<file path="src/rtl/rca_sample_accumulator_if.sv">
// Stream bundle for rca_sample_accumulator: sample input (valid/ready)
// and frame result output (valid/ready).
// slave  : the accumulator side (consumes samples, produces results).
// master : the producer/consumer side talking to the accumulator.
interface rca_sample_accumulator_if #(
    parameter int OVF_W = 4
);
    logic             in_valid;
    logic             in_ready;
    logic [7:0]       in_data;
    logic             out_valid;
    logic             out_ready;
    logic [7:0]       out_data;
    logic [OVF_W-1:0] out_hi;
    logic             out_ovf;

    modport slave (
        input  in_valid, in_data, out_ready,
        output in_ready, out_valid, out_data, out_hi, out_ovf
    );

    modport master (
        output in_valid, in_data, out_ready,
        input  in_ready, out_valid, out_data, out_hi, out_ovf
    );
endinterface

</file>
<file path="src/rtl/rca_sample_accumulator.sv">
// rca_sample_accumulator: sequences an external 8-bit ripple-carry adder to
// sum NUM_SAMPLES stream samples per frame. The adder sees a = accumulator,
// b = incoming sample, cin = 0; its sum/carry are registered on every
// accepted sample. The finished frame (low byte, carry count, overflow flag)
// is held on the output stream until the consumer takes it.
// Optional feature macro: ACC_SATURATE_EN -- when defined, the first carry
// out of the adder pins the accumulator at 8'hFF and flags overflow instead
// of counting carries.
module rca_sample_accumulator #(
    parameter int NUM_SAMPLES = 4,
    parameter int CNT_W       = 3,
    parameter int OVF_W       = 4
) (
    input  logic                        clk,
    input  logic                        rst_n,
    rca_sample_accumulator_if.slave     bus,
    output logic [7:0]                  add_a,
    output logic [7:0]                  add_b,
    output logic                        add_cin,
    input  logic [7:0]                  add_sum,
    input  logic                        add_cout
);

    typedef enum logic [1:0] {
        IDLE  = 2'd0,
        ACCUM = 2'd1,
        DONE  = 2'd2
    } state_t;

    state_t             r_state;
    state_t             w_state_nxt;
    logic [7:0]         r_acc;
    logic [7:0]         w_acc_nxt;
    logic [CNT_W-1:0]   r_cnt;
    logic [CNT_W-1:0]   w_cnt_nxt;
    logic [CNT_W-1:0]   w_cnt_inc;
    logic [OVF_W-1:0]   r_hi;
    logic [OVF_W-1:0]   w_hi_nxt;
    logic               r_ovf;
    logic               w_ovf_nxt;
    logic               w_in_ready;
    logic               w_accept;
    logic               w_out_fire;
    logic               w_last;

    // Handshake decode: samples are refused while a result is pending.
    assign w_in_ready = (r_state != DONE);
    assign w_accept   = bus.in_valid & w_in_ready;
    assign w_out_fire = (r_state == DONE) & bus.out_ready;
    assign w_cnt_inc  = r_cnt + 1'b1;
    assign w_last     = (w_cnt_inc == CNT_W'(NUM_SAMPLES));

    // Adder drive: accumulator on a, live sample on b, carry-in tied low.
    assign add_a   = r_acc;
    assign add_b   = bus.in_data;
    assign add_cin = 1'b0;

    assign bus.in_ready  = w_in_ready;
    assign bus.out_valid = (r_state == DONE);
    assign bus.out_data  = r_acc;
    assign bus.out_hi    = r_hi;
    assign bus.out_ovf   = r_ovf;

    // State and datapath registers; reset discards any partial frame.
    always_ff @(posedge clk or negedge rst_n) begin
        if (!rst_n) begin
            r_state <= IDLE;
            r_acc   <= '0;
            r_cnt   <= '0;
            r_hi    <= '0;
            r_ovf   <= 1'b0;
        end else begin
            r_state <= w_state_nxt;
            r_acc   <= w_acc_nxt;
            r_cnt   <= w_cnt_nxt;
            r_hi    <= w_hi_nxt;
            r_ovf   <= w_ovf_nxt;
        end
    end

    // Next-state and datapath update: hold by default, fold in a sample on
    // accept, clear everything when the result is taken.
    always_comb begin
        w_state_nxt = r_state;
        w_acc_nxt   = r_acc;
        w_cnt_nxt   = r_cnt;
        w_hi_nxt    = r_hi;
        w_ovf_nxt   = r_ovf;
        if (w_out_fire) begin
            w_state_nxt = IDLE;
            w_acc_nxt   = '0;
            w_cnt_nxt   = '0;
            w_hi_nxt    = '0;
            w_ovf_nxt   = 1'b0;
        end else if (w_accept) begin
            w_cnt_nxt = w_cnt_inc;
`ifdef ACC_SATURATE_EN
            // Once saturated the accumulator stays pinned for the frame.
            if (r_ovf || add_cout) begin
                w_acc_nxt = 8'hFF;
                w_ovf_nxt = 1'b1;
            end else begin
                w_acc_nxt = add_sum;
            end
`else
            w_acc_nxt = add_sum;
            w_hi_nxt  = r_hi + OVF_W'(add_cout);
            // Carry counter rolling over is the only way to lose information.
            if (add_cout && (r_hi == {OVF_W{1'b1}})) begin
                w_ovf_nxt = 1'b1;
            end
`endif
            w_state_nxt = w_last ? DONE : ACCUM;
        end
    end

endmodule
</file>
<file path="src/flat_wrapper.sv">
// flat-port wrapper written by rule: the top's interface ports become plain ports
module rca_sample_accumulator_flat 
#(
    parameter int NUM_SAMPLES = 4,
    parameter int CNT_W       = 3,
    parameter int OVF_W       = 4
)
  (clk, rst_n, add_a, add_b, add_cin, add_sum, add_cout, bus_in_valid, bus_in_data, bus_out_ready, bus_in_ready, bus_out_valid, bus_out_data, bus_out_hi, bus_out_ovf);
  rca_sample_accumulator_if #(.OVF_W(OVF_W)) bus_i ();
  input  logic clk;
  input  logic rst_n;
  output logic [7:0] add_a;
  output logic [7:0] add_b;
  output logic add_cin;
  input  logic [7:0] add_sum;
  input  logic add_cout;
  input wire logic [$bits(bus_i.in_valid)-1:0] bus_in_valid;
  input wire logic [$bits(bus_i.in_data)-1:0] bus_in_data;
  input wire logic [$bits(bus_i.out_ready)-1:0] bus_out_ready;
  output wire logic [$bits(bus_i.in_ready)-1:0] bus_in_ready;
  output wire logic [$bits(bus_i.out_valid)-1:0] bus_out_valid;
  output wire logic [$bits(bus_i.out_data)-1:0] bus_out_data;
  output wire logic [$bits(bus_i.out_hi)-1:0] bus_out_hi;
  output wire logic [$bits(bus_i.out_ovf)-1:0] bus_out_ovf;
  assign bus_i.in_valid = bus_in_valid;
  assign bus_i.in_data = bus_in_data;
  assign bus_i.out_ready = bus_out_ready;
  assign bus_in_ready = bus_i.in_ready;
  assign bus_out_valid = bus_i.out_valid;
  assign bus_out_data = bus_i.out_data;
  assign bus_out_hi = bus_i.out_hi;
  assign bus_out_ovf = bus_i.out_ovf;
  rca_sample_accumulator #(.NUM_SAMPLES(NUM_SAMPLES), .CNT_W(CNT_W), .OVF_W(OVF_W)) u_core (.clk(clk), .rst_n(rst_n), .bus(bus_i), .add_a(add_a), .add_b(add_b), .add_cin(add_cin), .add_sum(add_sum), .add_cout(add_cout));
endmodule
</file>
<file path="config.mk">
export PLATFORM = sky130hd
export DESIGN_NAME = rca_sample_accumulator_flat
export DESIGN_NICKNAME = d
export VERILOG_FILES = /design/src/rtl/rca_sample_accumulator_if.sv /design/src/rtl/rca_sample_accumulator.sv /design/src/flat_wrapper.sv
export SDC_FILE = /design/constraint.sdc
export NUM_CORES = 1
export LEC_CHECK = 0
export BUFFER_PORTS_ARGS = -buffer_cell sky130_fd_sc_hd__buf_4
export CORE_ASPECT_RATIO = 0.8
export CORE_MARGIN = 10
export CORE_UTILIZATION = 42
export DETAILED_ROUTE_END_ITERATION = 16
export HOLD_SLACK_MARGIN = 0.1
export PLACE_DENSITY = 0.76
export SYNTH_ARGS = -nofsm -noshare
export SYNTH_HDL_FRONTEND = slang
export SYNTH_SLANG_ARGS = --single-unit
</file>
<file path="constraint.sdc">
create_clock -name clk -period 1.5 [get_ports clk]
set_input_delay 0.3 -clock clk [delete_from_list [all_inputs] [get_ports clk]]
set_output_delay 0.3 -clock clk [all_outputs]
set_load 0.02 [all_outputs]
</file>
# == After elaboration in Yosys (flattened, before gate mapping) ==
# Cells that the tools add are included.
# W data, S select, Z words.
# op_classes
add_sub_neg,2
n_eq_ne,4
n_reduce_logical,4
bitwise_logic,2
n_mux,12
# ops
op,n
$mux W8,2
$mux W4,2
$mux W2,3
$mux W3,2
$add A4 B1 Y4,1
$eq A4 B4 Y1 const B,1
$reduce_bool A2 Y1,2
$add A3 B1 Y3 const B,1
$eq A3 B3 Y1 const B,1
$mux W1,3
$and A1 B1 Y1,2
$eq A2 B2 Y1 const B,1
$ne A2 B2 Y1 const B,1
$reduce_and A2 Y1,1
$logic_and A1 B1 Y1,1
# word_totals
in_bits,21
register_bits,18
output_inout_bits,32

# == Longest topological paths before layout ==
# logic_depth
ltp_word,5
depth_mapped,5
ltp_nobuf,5

# == Worst setup path before layout ==
# Ideal clock, no wire load.
# synth_path
kind,register -> register
start,register u_core.r_hi[0] (netlist: u_core.bus.out_hi[0])
end,register u_core.r_hi[2] (netlist: u_core.bus.out_hi[2])
synth_period_minus_slack_ps,1333
path_slack_ps,167
path_buffers,0
required_ps,1422
arrival_ps,1256
setup_ps,78
stages_incl_launch_ff,6
path_cell_list,dfrtp_1 -> ha_1 -> ha_1 -> nand2_1 -> or3_1 -> a21boi_1
# synth_between
elab_chain_len,3
# synth_rtl
element,line_no,rtl
from (decl),rca_sample_accumulator.sv:37,logic [OVF_W-1:0] r_hi;
from (signal assigned),rca_sample_accumulator.sv:76,r_hi <= w_hi_nxt;
$add A4 B1 Y4,rca_sample_accumulator.sv:107,w_hi_nxt = r_hi + OVF_W'(add_cout);
$mux W4,rca_sample_accumulator.sv:95,end else if (w_accept) begin
$mux W4,rca_sample_accumulator.sv:89,if (w_out_fire) begin
# Every way passes these cells. The select of a mux whose other input is x is not followed.
# A chain may end at the register's enable or synchronous reset.

# == Final worst setup path ==
# layout_path
start,register u_core.r_state[0]
end,output port bus_out_valid
# layout_between
elab_chain_len,1
# layout_rtl
element,line_no,rtl
from (decl),rca_sample_accumulator.sv:30,state_t r_state;
from (signal assigned),rca_sample_accumulator.sv:73,r_state <= w_state_nxt;
$eq A2 B2 Y1,rca_sample_accumulator.sv:59,assign bus.out_valid = (r_state == DONE);
to (decl),flat_wrapper.sv:21,output wire logic [$bits(bus_i.out_valid)-1:0] bus_out_valid;
# Every way passes these cells.

==> results.toml <==
[cells_and_area]
nets = 123
stdcell_count = 122
regArea_sq_um = 450.4
drive_above_1_share = 0.4639
fin_area_sq_um = 1114
area_growth_pct = 20.60
fillCellCount = 189
multi_input_area_sq_um = 319.1
antennaDiodeCount = 0
final_common_cell = "buf_4"
final_cell_mix = "buf_4, dfrtp_1, a22o_1"

[route]
met2_length_microns = 999
top_layer = "met4"
wl_per_cell_microns = 16.71
wl_mm = 2.039
dr.pass1.iters = 4
drt-met1-wl_microns = 821
drc_errors = 0
dr_wl_met3_microns = 203
drt_iter0_drc = 26
viasPerCell = 5.057
via_count = 617
drtAntennaViolNets = 0

[clock_tree]
cts_tree = "yes"
cts.path.max_buffers = 2
clkSlewWorstSetupHoldPaths_ns = 0.10
root_buffer = "clkbuf_4"
clkLatencyLatePin_ns = 0.29
cts_sinks = 18
htreeDepth = 1
cts_buffers = 3

[power]
powerDensity_nw_per_um2 = 1426
vdd_drop_max_mv = 0.9272
p_comb_frac = 0.360
p_sw_w = 0.0005541
leakage_nw = 0.5861
p_seq_frac = 0.454
power.share.clock = 0.185
power.internal_w = 0.001034
swShare = 0.3489

[floorplanning]
dieHeight_microns = 61.94
initial_core_util = 0.4354
die_w_microns = 72.43
dieArea_sq_um = 4486
fp-row-count = 15
core-area_sq_um = 2121
io_pins = 53

[placement]
gp_congestion = 0.7266
placed_area_sq_um = 1060
dp_hpwl_mm = 1.633
io_buffers = 35
placed_cells = 117

[hold_path]
whs_endpoint = "u_core.add_a[2]"
hold_path.class = "in2reg"
holdPathStages = 2
min_from = "add_sum[2]"

[critical_path]
cp-start-kind = "flip-flop"
r2r_slack_ns = 0.16
r2r_cells = 5
timing.rr.start = "u_core.bus.out_hi[0]"
path_class = "reg2out"
cp_max_fo = 7
r2r-end = "u_core.bus.out_hi[2]"
cp.arrival_ns = 1.10
cp.required_ns = 1.20
crit_path_end_kind = "primary output"

[grt]
grt_max_degree = 19
overflow = 0
track_usage = 0.08738
antenna_found_initial = 0
grt_pass1_vias = 620
grt_pass1_wl_mm = 3.070

[logic_synthesis]
synth_area_sq_um = 923.4
avgSynthCellArea_sq_um = 11.99
yosysWarnings = 0
synth_cells = 77
synth_area_leader_cell = "dfrtp_1"
synth-seq-cells = 18
synth_top_area_share = 0.4878
synth-seq-area-share = 0.4878
synth.distinct_cells = 23
synth.area.top_cells = "dfrtp_1, buf_4, a22o_1"
synth.net_count = 102

[timing]
fin_setup_tns_ns = 0
finalHoldViolations = 0
timing.final.crit_share = 0.9315
finalSetupViolCount = 0
skew_ns = 0.003639
slew_violations = 0
rsz0062_at_grt = "false"
timing.fmax_mhz = 715.7
finalCriticalPeriod_ns = 1.397

[flow_run]
drv_cap = 0

[outcome]
status = "finished clean"
-- metal layers --
metal / track usage / vias to the layer above
met1: 0.1057 / 294
li1: - / 294
met3: 0.05238 / 4
met2: 0.1320 / 25
met5: 0 / -
met4: 0.01622 / 0
-- power groups by stage --
stage / Clock, W / Combinational (W) / Sequential, W
global route: 0.000329 / 0.000627 / 0.000746
CTS: 0.000305 / 0.000581 / 0.000717
floorplan: 0 / 0.000304 / 0.000803
finish: 0.000294 / 0.000572 / 0.000722
global placement: 0 / 0.000566 / 0.000720
detailed placement: 0 / 0.000578 / 0.000725
-- layout make-up --
| type | instances | share of cell area |
|---|---|---|
| Sequential cell | 18 | 0.4045 |
| Multi-Input combinational cell | 38 | 0.2865 |
| Tap cell | 25 | 0.02809 |
| Timing Repair Buffer | 36 | 0.2449 |
| Inverter | 1 | 0.003371 |
| Clock buffer | 4 | 0.03258 |
-- worst max-delay path by stage --
stage	start	end	slack, ns	cells past startpoint
final	u_core.r_state[0]	bus_out_valid	0.10	3
after global routing	u_core.r_state[0]	bus_out_valid	0.04	3
after CTS	u_core.r_state[0]	bus_out_valid	0.008	3
after detailed placement	u_core.r_state[0]	u_core.r_cnt[0]	0.13	3
after global placement	u_core.r_state[0]	u_core.r_cnt[0]	0.21	3
after floorplan	u_core.bus.out_hi[0]	u_core.bus.out_hi[2]	0.17	5
-- state kept, by name, indices dropped and copies added (netlist names) --
signal and count:
u_core.bus.out_hi 4, u_core.bus.out_ovf 1, u_core.r_cnt 3, u_core.add_a 8
u_core.r_state 2
-- worst max-delay path, cell delays in order (launching register included) --
cell,delay (ns)
dfrtp_1,0.41
nand2b_4,0.19
inv_2,0.08
buf_4,0.13
-- synthesized netlist by cell type (all sizes together) --
library cell / number
buf: 20
dfrtp: 18
a22o: 12
ha: 4
nand2: 3
a21boi: 2
nand3: 2
nand4: 2
o21ai: 2
a21bo: 1
and2: 1
and3: 1
conb: 1
inv: 1
mux2: 1
mux2i: 1
nand2b: 1
nand3b: 1
o21a: 1
or3: 1
xor2: 1
-- what timing repair did --
item / CTS / global route
gates cloned: 0 / 0
resized for setup: 1 / 1
hold buffers: 1 / 0
hold endpoints to repair: 18 / 0
endpoints found under the setup margin: 2 / 2
buffers inserted: 0 / 0
-- cell families (layout without fill, tap and decap cells) --
group,after synthesis,in the layout,synth area share
buf+inv,21,41,0.1748
compound gates,18,18,0.1721
flops,18,18,0.4878
simple gates,12,12,0.07454
fa+ha+maj,4,4,0.05420
mux,2,2,0.02303
other cells,1,1,0.004061
xor+xnor,1,1,0.009487
-- through the flow --
stage	hold slack, ns	power [W]	utilization	setup WS, ns
3_5_place_dp	0.1814	0.001303	0.4997	0.1317
2_1_floorplan	0.004409	0.001107	-	0.1665
4_1_cts	0.2140	0.001603	0.5227	0.008360
6_report	0.2233	0.001588	0.5251	0.1028
3_3_place_gp	0.1782	0.001286	0.4997	0.2098
5_1_grt	0.1990	0.001702	0.5251	0.04186
(Power assumes the default switching activity.)
